[config.mk]
export PLATFORM = sky130hd
export DESIGN_NAME = axi_arw_merger
export DESIGN_NICKNAME = d
export VERILOG_FILES = /design/src/rtl/axi_arw_merger.sv
export SDC_FILE = /design/constraint.sdc
export NUM_CORES = 1
export LEC_CHECK = 0
export CELL_PAD_IN_SITES_DETAIL_PLACEMENT = 1
export CELL_PAD_IN_SITES_GLOBAL_PLACEMENT = 2
export CORE_AREA = 2 2 190 192
export DETAILED_ROUTE_END_ITERATION = 6
export DIE_AREA = 0 0 192 194
export HOLD_SLACK_MARGIN = 0.15
export MAX_ROUTING_LAYER = met4
export PLACE_DENSITY = 0.78
export SYNTH_ARGS = -nofsm -noshare
export SYNTH_HDL_FRONTEND = slang
export SYNTH_SLANG_ARGS = --single-unit
[constraint.sdc]
create_clock -name axi_clk -period 4 [get_ports axi_clk]
set_clock_uncertainty 0.2 [all_clocks]
set_input_delay 1 -clock axi_clk [delete_from_list [all_inputs] [get_ports axi_clk]]
set_output_delay 1 -clock axi_clk [all_outputs]
set_load 0.05 [all_outputs]
[src/rtl/axi_arw_merger.sv]
// Merges the AXI4 AW and AR address channels into one registered ARW command channel.
// The W channel is forwarded only for bursts whose write command has already been issued.
module axi_arw_merger #(
    parameter int ADDR_WIDTH     = 32,
    parameter int ID_WIDTH       = 8,
    parameter int DATA_WIDTH     = 128,
    parameter int MAX_WR_PENDING = 4
) (
    input  logic                    axi_clk,
    input  logic                    rstn,

    input  logic                    s_aw_valid,
    output logic                    s_aw_ready,
    input  logic [ADDR_WIDTH-1:0]   s_aw_addr,
    input  logic [ID_WIDTH-1:0]     s_aw_id,
    input  logic [7:0]              s_aw_len,
    input  logic [2:0]              s_aw_size,
    input  logic [1:0]              s_aw_burst,
    input  logic [1:0]              s_aw_lock,

    input  logic                    s_ar_valid,
    output logic                    s_ar_ready,
    input  logic [ADDR_WIDTH-1:0]   s_ar_addr,
    input  logic [ID_WIDTH-1:0]     s_ar_id,
    input  logic [7:0]              s_ar_len,
    input  logic [2:0]              s_ar_size,
    input  logic [1:0]              s_ar_burst,
    input  logic [1:0]              s_ar_lock,

    input  logic                    s_w_valid,
    output logic                    s_w_ready,
    input  logic [ID_WIDTH-1:0]     s_w_id,
    input  logic [DATA_WIDTH-1:0]   s_w_data,
    input  logic [DATA_WIDTH/8-1:0] s_w_strb,
    input  logic                    s_w_last,

    output logic                    m_arw_valid,
    input  logic                    m_arw_ready,
    output logic [ADDR_WIDTH-1:0]   m_arw_addr,
    output logic [ID_WIDTH-1:0]     m_arw_id,
    output logic [7:0]              m_arw_len,
    output logic [2:0]              m_arw_size,
    output logic [1:0]              m_arw_burst,
    output logic [1:0]              m_arw_lock,
    output logic                    m_arw_write,

    output logic                    m_w_valid,
    input  logic                    m_w_ready,
    output logic [ID_WIDTH-1:0]     m_w_id,
    output logic [DATA_WIDTH-1:0]   m_w_data,
    output logic [DATA_WIDTH/8-1:0] m_w_strb,
    output logic                    m_w_last,

    output logic [3:0]              wr_pending
);

    // Handshakes: a transfer happens on a rising clock edge where valid && ready.
    typedef enum logic {
        GRANT_READ  = 1'b0,
        GRANT_WRITE = 1'b1
    } grant_t;

    grant_t last_grant;
    logic   load_en;
    logic   wr_ok;
    logic   grant_w;
    logic   grant_r;
    logic   aw_acc;
    logic   ar_acc;
    logic   w_done;
    logic   gate;

    assign load_en = !m_arw_valid || m_arw_ready;
    assign wr_ok   = s_aw_valid && (wr_pending < 4'(MAX_WR_PENDING));

    always_comb begin
        grant_w = 1'b0;
        grant_r = 1'b0;
        if (wr_ok && s_ar_valid) begin
            if (last_grant == GRANT_READ) grant_w = 1'b1;
            else                          grant_r = 1'b1;
        end else if (wr_ok) begin
            grant_w = 1'b1;
        end else if (s_ar_valid) begin
            grant_r = 1'b1;
        end
    end

    // Readies are forced low while reset is held, even though load_en is 1 then.
    assign s_aw_ready = rstn && load_en && grant_w;
    assign s_ar_ready = rstn && load_en && grant_r;
    assign aw_acc     = s_aw_valid && s_aw_ready;
    assign ar_acc     = s_ar_valid && s_ar_ready;

    always_ff @(posedge axi_clk or negedge rstn) begin
        if (!rstn) begin
            m_arw_valid <= 1'b0;
            m_arw_addr  <= '0;
            m_arw_id    <= '0;
            m_arw_len   <= '0;
            m_arw_size  <= '0;
            m_arw_burst <= '0;
            m_arw_lock  <= '0;
            m_arw_write <= 1'b0;
            last_grant  <= GRANT_READ;
        end else if (load_en) begin
            m_arw_valid <= aw_acc || ar_acc;
            if (aw_acc) begin
                m_arw_addr  <= s_aw_addr;
                m_arw_id    <= s_aw_id;
                m_arw_len   <= s_aw_len;
                m_arw_size  <= s_aw_size;
                m_arw_burst <= s_aw_burst;
                m_arw_lock  <= s_aw_lock;
                m_arw_write <= 1'b1;
                last_grant  <= GRANT_WRITE;
            end else if (ar_acc) begin
                m_arw_addr  <= s_ar_addr;
                m_arw_id    <= s_ar_id;
                m_arw_len   <= s_ar_len;
                m_arw_size  <= s_ar_size;
                m_arw_burst <= s_ar_burst;
                m_arw_lock  <= s_ar_lock;
                m_arw_write <= 1'b0;
                last_grant  <= GRANT_READ;
            end
        end
    end

    // W beats flow only while at least one issued write still owes its last beat.
    assign gate      = (wr_pending != 4'd0);
    assign m_w_valid = s_w_valid && gate;
    assign s_w_ready = m_w_ready && gate;
    assign m_w_id    = s_w_id;
    assign m_w_data  = s_w_data;
    assign m_w_strb  = s_w_strb;
    assign m_w_last  = s_w_last;
    assign w_done    = m_w_valid && m_w_ready && m_w_last;

    // Cannot wrap: increments are blocked at the limit, decrements need gate.
    always_ff @(posedge axi_clk or negedge rstn) begin
        if (!rstn) begin
            wr_pending <= 4'd0;
        end else if (aw_acc && !w_done) begin
            wr_pending <= wr_pending + 4'd1;
        end else if (w_done && !aw_acc) begin
            wr_pending <= wr_pending - 4'd1;
        end
    end

endmodule

==> results.json, run 1 <==
{
  "postSynthNetCount": 766,
  "outcome": "aborted with a tool error",
  "grt_pass1_vias": 3575,
  "chipWidth_microns": 192,
  "halt_stage": "detailed routing",
  "detailed_place_hpwl_microns": 10700,
  "initial_utilization_pct": 12.1,
  "post_cts_resized": 0,
  "cts.repair_timing.setup_buffer_count": 0,
  "numCtsBuffers": 9,
  "final_estimated_routing_congestion_in_global_placement": 0.674,
  "post_synth.cell_area_avg_sq_um": 8.68,
  "placement.io_buffers": 183,
  "grt.overflow.total": 0,
  "grt_start_max_net_pins": 62,
  "ctsRootBufferMaster": "sky130_fd_sc_hd__clkbuf_16",
  "cts.sink_count": 61,
  "floorplan.io_pins": 488,
  "cell_variety_after_synth": 32,
  "postCtsHoldBufs": 0,
  "cts-htree-levels": 3,
  "syn_std_cell_area_sq_mm": 0.00427,
  "max-clock-path-buffers": 2,
  "floorplan.rows": 69,
  "synth_sequential_area_ratio_pct": 35.7,
  "ys.warnings.count": 0,
  "grtUsageTotal_pct": 7.89,
  "grt_pass1_wl_microns": 20700,
  "chipHeight_microns": 194,
  "postSynthCellCount": 492,
  "initial_antenna_violation_count": 1,
  "yosys_register_bits": 61,
  "first_error": "[ERROR DRT-0255] Maze Route cannot find path of net s_w_data[12] in worker of routeBox ( 144900 0 ) ( 192000 48300 )."
}
## logic make-up after synthesis
family | after synthesis | share of synthesized area [%]
compound gates | 67 | 15.3
flops | 61 | 35.7
mux | 2 | 0.498
buf+inv | 340 | 44.5
xor+xnor | 2 | 0.410
simple gates | 16 | 2.23
fa+ha+maj | 4 | 1.35
## cells in the mapped netlist (all sizes together)
cell	count	area share (%)
nor2b	3	0.44
mux2	1	0.26
clkbuf	4	0.35
nand2b	1	0.15
nor4	1	0.15
or3	1	0.15
a2111o	1	0.26
or3b	1	0.26
xnor2	2	0.41
or4	1	0.18
a21oi	2	0.23
a222oi	55	13
nand3	3	0.35
a2111oi	2	0.56
o211ai	2	0.35
o41ai	1	0.21
buf	168	29
nand2	3	0.26
nor3	1	0.12
fa	1	0.47
dfrtp	61	36
o2111a	1	0.26
o31ai	1	0.18
o21ai	1	0.12
inv	168	15
nand3b	1	0.18
a211o	1	0.21
ha	3	0.88
mux2i	1	0.23
## routing by layer
metal	global-route usage, %
met2	12.5
met4	6.25
met1	6.93
met5	-
met3	4.33
## metrics by stage
step	utilization (%)	cells	instance area (sq um)	hold slack, ps	setup WS, ps
after global routing	16.4	986	5770	352	281
after CTS	16.4	985	5760	330	352
after detailed placement	15.6	969	5490	321	57.5
after global placement	15.6	969	5490	313	103
after floorplan	-	492	4280	504	397
==> run 2: changes to the inputs <==
==> config.mk (replaced) <==
export PLATFORM = sky130hd
export DESIGN_NAME = axi_arw_merger
export DESIGN_NICKNAME = d
export VERILOG_FILES = /design/src/rtl/axi_arw_merger.sv
export SDC_FILE = /design/constraint.sdc
export NUM_CORES = 1
export LEC_CHECK = 0
export CORE_AREA = 2 2 190 192
export DETAILED_ROUTE_END_ITERATION = 6
export DIE_AREA = 0 0 192 194
export PLACE_DENSITY_LB_ADDON = 0.15
export SYNTH_ARGS = -nofsm -noshare
export SYNTH_HDL_FRONTEND = slang
export SYNTH_SLANG_ARGS = --single-unit
==> run 2 against run 1 <==
Effect of this change: the run now ends clean; synthesized cell count unchanged; area after synthesis unchanged; global-route usage rose by 0.59 points.
==> results.json, run 2 <==
{
  "post-route-worst-setup-slack_ps": 388,
  "most_used_flip_flop_cell_after_synthesis": "sky130_fd_sc_hd__dfrtp_1",
  "hp-class": "flip-flop to flip-flop",
  "cts_tree": "yes",
  "endpoint_kind": "output port",
  "fp.dieArea_sq_mm": 0.0372,
  "post-synth-top-area-cell": "sky130_fd_sc_hd__dfrtp_1",
  "drt_drc_violations_left": 0,
  "critical_path.startpoint_type": "input pin",
  "floorplan.io_pins": 488,
  "final_net_count": 794,
  "final_layout_size_suffix_gt1_share_pct": 6.10,
  "cts-htree-levels": 3,
  "slew_headroom_pct": 39.1,
  "critPathRequiredTime_ps": 2800,
  "growth_of_design_area_from_synthesis_to_finish_pct": 36.5,
  "grtUsageMet1_pct": 8.00,
  "crit-reg2reg-capture": "wr_pending[3]",
  "worst-r2r-cell-count": 8,
  "ys.warnings.count": 0,
  "routed_len_inst_microns": 16.5,
  "drt-vias-per-instance": 3.39,
  "layout.cells.most_common": "sky130_fd_sc_hd__clkdlybuf4s50_1",
  "dpl_worst_slack_ps": 146,
  "ctsRootBufferMaster": "sky130_fd_sc_hd__clkbuf_16",
  "postCtsHoldBufs": 0,
  "chipHeight_microns": 194,
  "total_power_w": 0.00430,
  "tns_ps": 0,
  "num_antenna_cells": 0,
  "number_of_enable_flip_flop_cells_after_synthesis": 0,
  "syn_std_cell_area_sq_mm": 0.00427,
  "setup_viol": 0,
  "post_synth.cell_area_avg_sq_um": 8.68,
  "crit_arrival_ps": 2410,
  "crit-reg2reg-launch": "wr_pending[3]",
  "final_design_area_no_fill_sq_mm": 0.00583,
  "leading_post_synthesis_cells_by_instance_count": "sky130_fd_sc_hd__inv_1 (168), sky130_fd_sc_hd__buf_4 (153), sky130_fd_sc_hd__dfrtp_1 (61)",
  "finalHoldWorstSlack_ps": 327,
  "drtAntennaViolNets": 0,
  "post-route-min-period_ps": 3610,
  "hold_viol": 0,
  "synth_sequential_area_ratio_pct": 35.7,
  "postSynthNetCount": 766,
  "globalRoute.busiestLayer": "met2",
  "timing.final.max_slew_violations": 0,
  "leakage_nw": 2.83,
  "numCtsBuffers": 9,
  "outcome": "finished, final reports clean",
  "chipWidth_microns": 192,
  "final_estimated_routing_congestion_in_global_placement": 0.693,
  "ff2ff_setup_slack_ps": 1100,
  "ir_worst_vdd_mv": 0.270,
  "yosysTopAreaCellShare_pct": 35.7,
  "fin_crit_sh_pct": 90.3,
  "regMostFlops": "m_arw_addr",
  "top_regs": "m_arw_addr x32, m_arw_id x8, m_arw_len x8",
  "placement.io_buffers": 183,
  "postSynthCellCount": 492,
  "post_cts_resized": 0,
  "cell_variety_after_synth": 32,
  "grt_pass1_vias": 3716,
  "core_region_area_sq_mm": 0.0352,
  "floorplan.rows": 69,
  "max-clock-path-buffers": 2,
  "detailed_place_hpwl_microns": 11900,
  "filler_cell_count": 3970,
  "initial_antenna_violation_count": 0,
  "cts.sink_count": 61,
  "main_area_contributors_after_synthesis": "sky130_fd_sc_hd__dfrtp_1 (36%), sky130_fd_sc_hd__buf_4 (27%), sky130_fd_sc_hd__inv_1 (15%)",
  "worst_slew_pin_slew_ps": 914,
  "grt.overflow.total": 0,
  "power_per_cell_area_mw_per_mm2": 738,
  "seq_area_sq_mm": 0.00153,
  "grtUsageTotal_pct": 8.49,
  "drt_iter0_markers": 305,
  "groute.layer.met3.usage_pct": 4.83,
  "grt_start_max_net_pins": 62,
  "yosys_register_bits": 61,
  "cap_viol_max_count": 0,
  "drtPass1Iterations": 6,
  "grt_pass1_wl_microns": 23200,
  "post_dp_cell_area_sq_mm": 0.00549,
  "worst_setup_path_startpoint": "s_aw_valid",
  "largest_register_ff_count": 32,
  "rsz0062_at_grt": "false",
  "worst-path-max-fanout": 5,
  "cts.repair_timing.setup_buffer_count": 0,
  "postRouteWirelength_microns": 16300,
  "crit_type": "input pin to output port",
  "fraction_of_met2_tracks_used_by_global_routing_pct": 13.3,
  "fmaxAchievable_ghz": 0.277,
  "synth_most_common_cell": "sky130_fd_sc_hd__inv_1",
  "area_of_combinational_cells_with_multiple_inputs_sq_um": 865,
  "cp-endpoint": "s_aw_ready",
  "asyncSetResetFlopFracSynth_pct": 100,
  "route.vias.total": 3342,
  "clk-insertion-delay-late_ps": 340,
  "initial_utilization_pct": 12.1,
  "clkSlewWorstSetupHoldPaths_ps": 50,
  "top_library_cells_by_usage_in_the_layout_fill_and_taps_aside": "sky130_fd_sc_hd__clkdlybuf4s50_1 (178), sky130_fd_sc_hd__inv_1 (168), sky130_fd_sc_hd__dfrtp_1 (61)"
}
## run 2: final cells by class
| class | instances | area share [%] |
|---|---|---|
| clock inverters | 6 | 1.91 |
| multi-input cells | 91 | 14.8 |
| flip-flops and latches | 61 | 26.2 |
| clock buffers | 10 | 3.93 |
| repair buffers | 189 | 32.4 |
| well taps | 461 | 9.90 |
| inverters | 168 | 10.8 |
## run 2: kinds of logic (layout without fill, tap and decap cells)
group           Yosys count  after routing  share of synthesized area [%]
flops                    61             61                           35.7
compound gates           67             67                           15.3
mux                       2              2                          0.498
simple gates             16             16                           2.23
fa+ha+maj                 4              4                           1.35
xor+xnor                  2              2                          0.410
buf+inv                 340            373                           44.5
## run 2: how the worst min path moves through the flow
stage / startpoint / to / slack, ps / cells past startpoint
detailed placement: m_arw_addr[21] / m_arw_addr[21] / 320 / 2
global placement: m_arw_addr[13] / m_arw_addr[13] / 310 / 2
floorplan: rstn / last_grant / 500 / 0
global route: m_arw_burst[1] / m_arw_burst[1] / 340 / 2
finish: m_arw_id[1] / m_arw_id[1] / 330 / 2
CTS: m_arw_addr[21] / m_arw_addr[21] / 330 / 2
## run 2: worst max-delay path: stages
cell and delay [ps]:
sky130_fd_sc_hd__clkdlybuf4s50_1 440, sky130_fd_sc_hd__or3b_4 420, sky130_fd_sc_hd__a2111oi_2 350, sky130_fd_sc_hd__buf_12 200
## run 2: stage by stage
step | instances | utilization, %
3_5_place_dp | 970 | 15.6
5_1_grt | 986 | 16.5
2_1_floorplan | 492 | -
4_1_cts | 986 | 16.5
6_report | 986 | 16.5
3_3_place_gp | 970 | 15.6
## run 2: where the power goes
group / switching (W) / internal, W
registers: 0.000191 / 0.000887
logic: 0.00148 / 0.000810
clock network: 0.000325 / 0.000609
total: 0.00199 / 0.00231
## run 2: metal layers
layer / up-vias / wire (microns)
met5: - / 0
met4: 0 / 1160
met3: 79 / 2310
met2: 249 / 7460
met1: 1544 / 5340
li1: 1470 / -
Power figures use the tool's default switching activity.
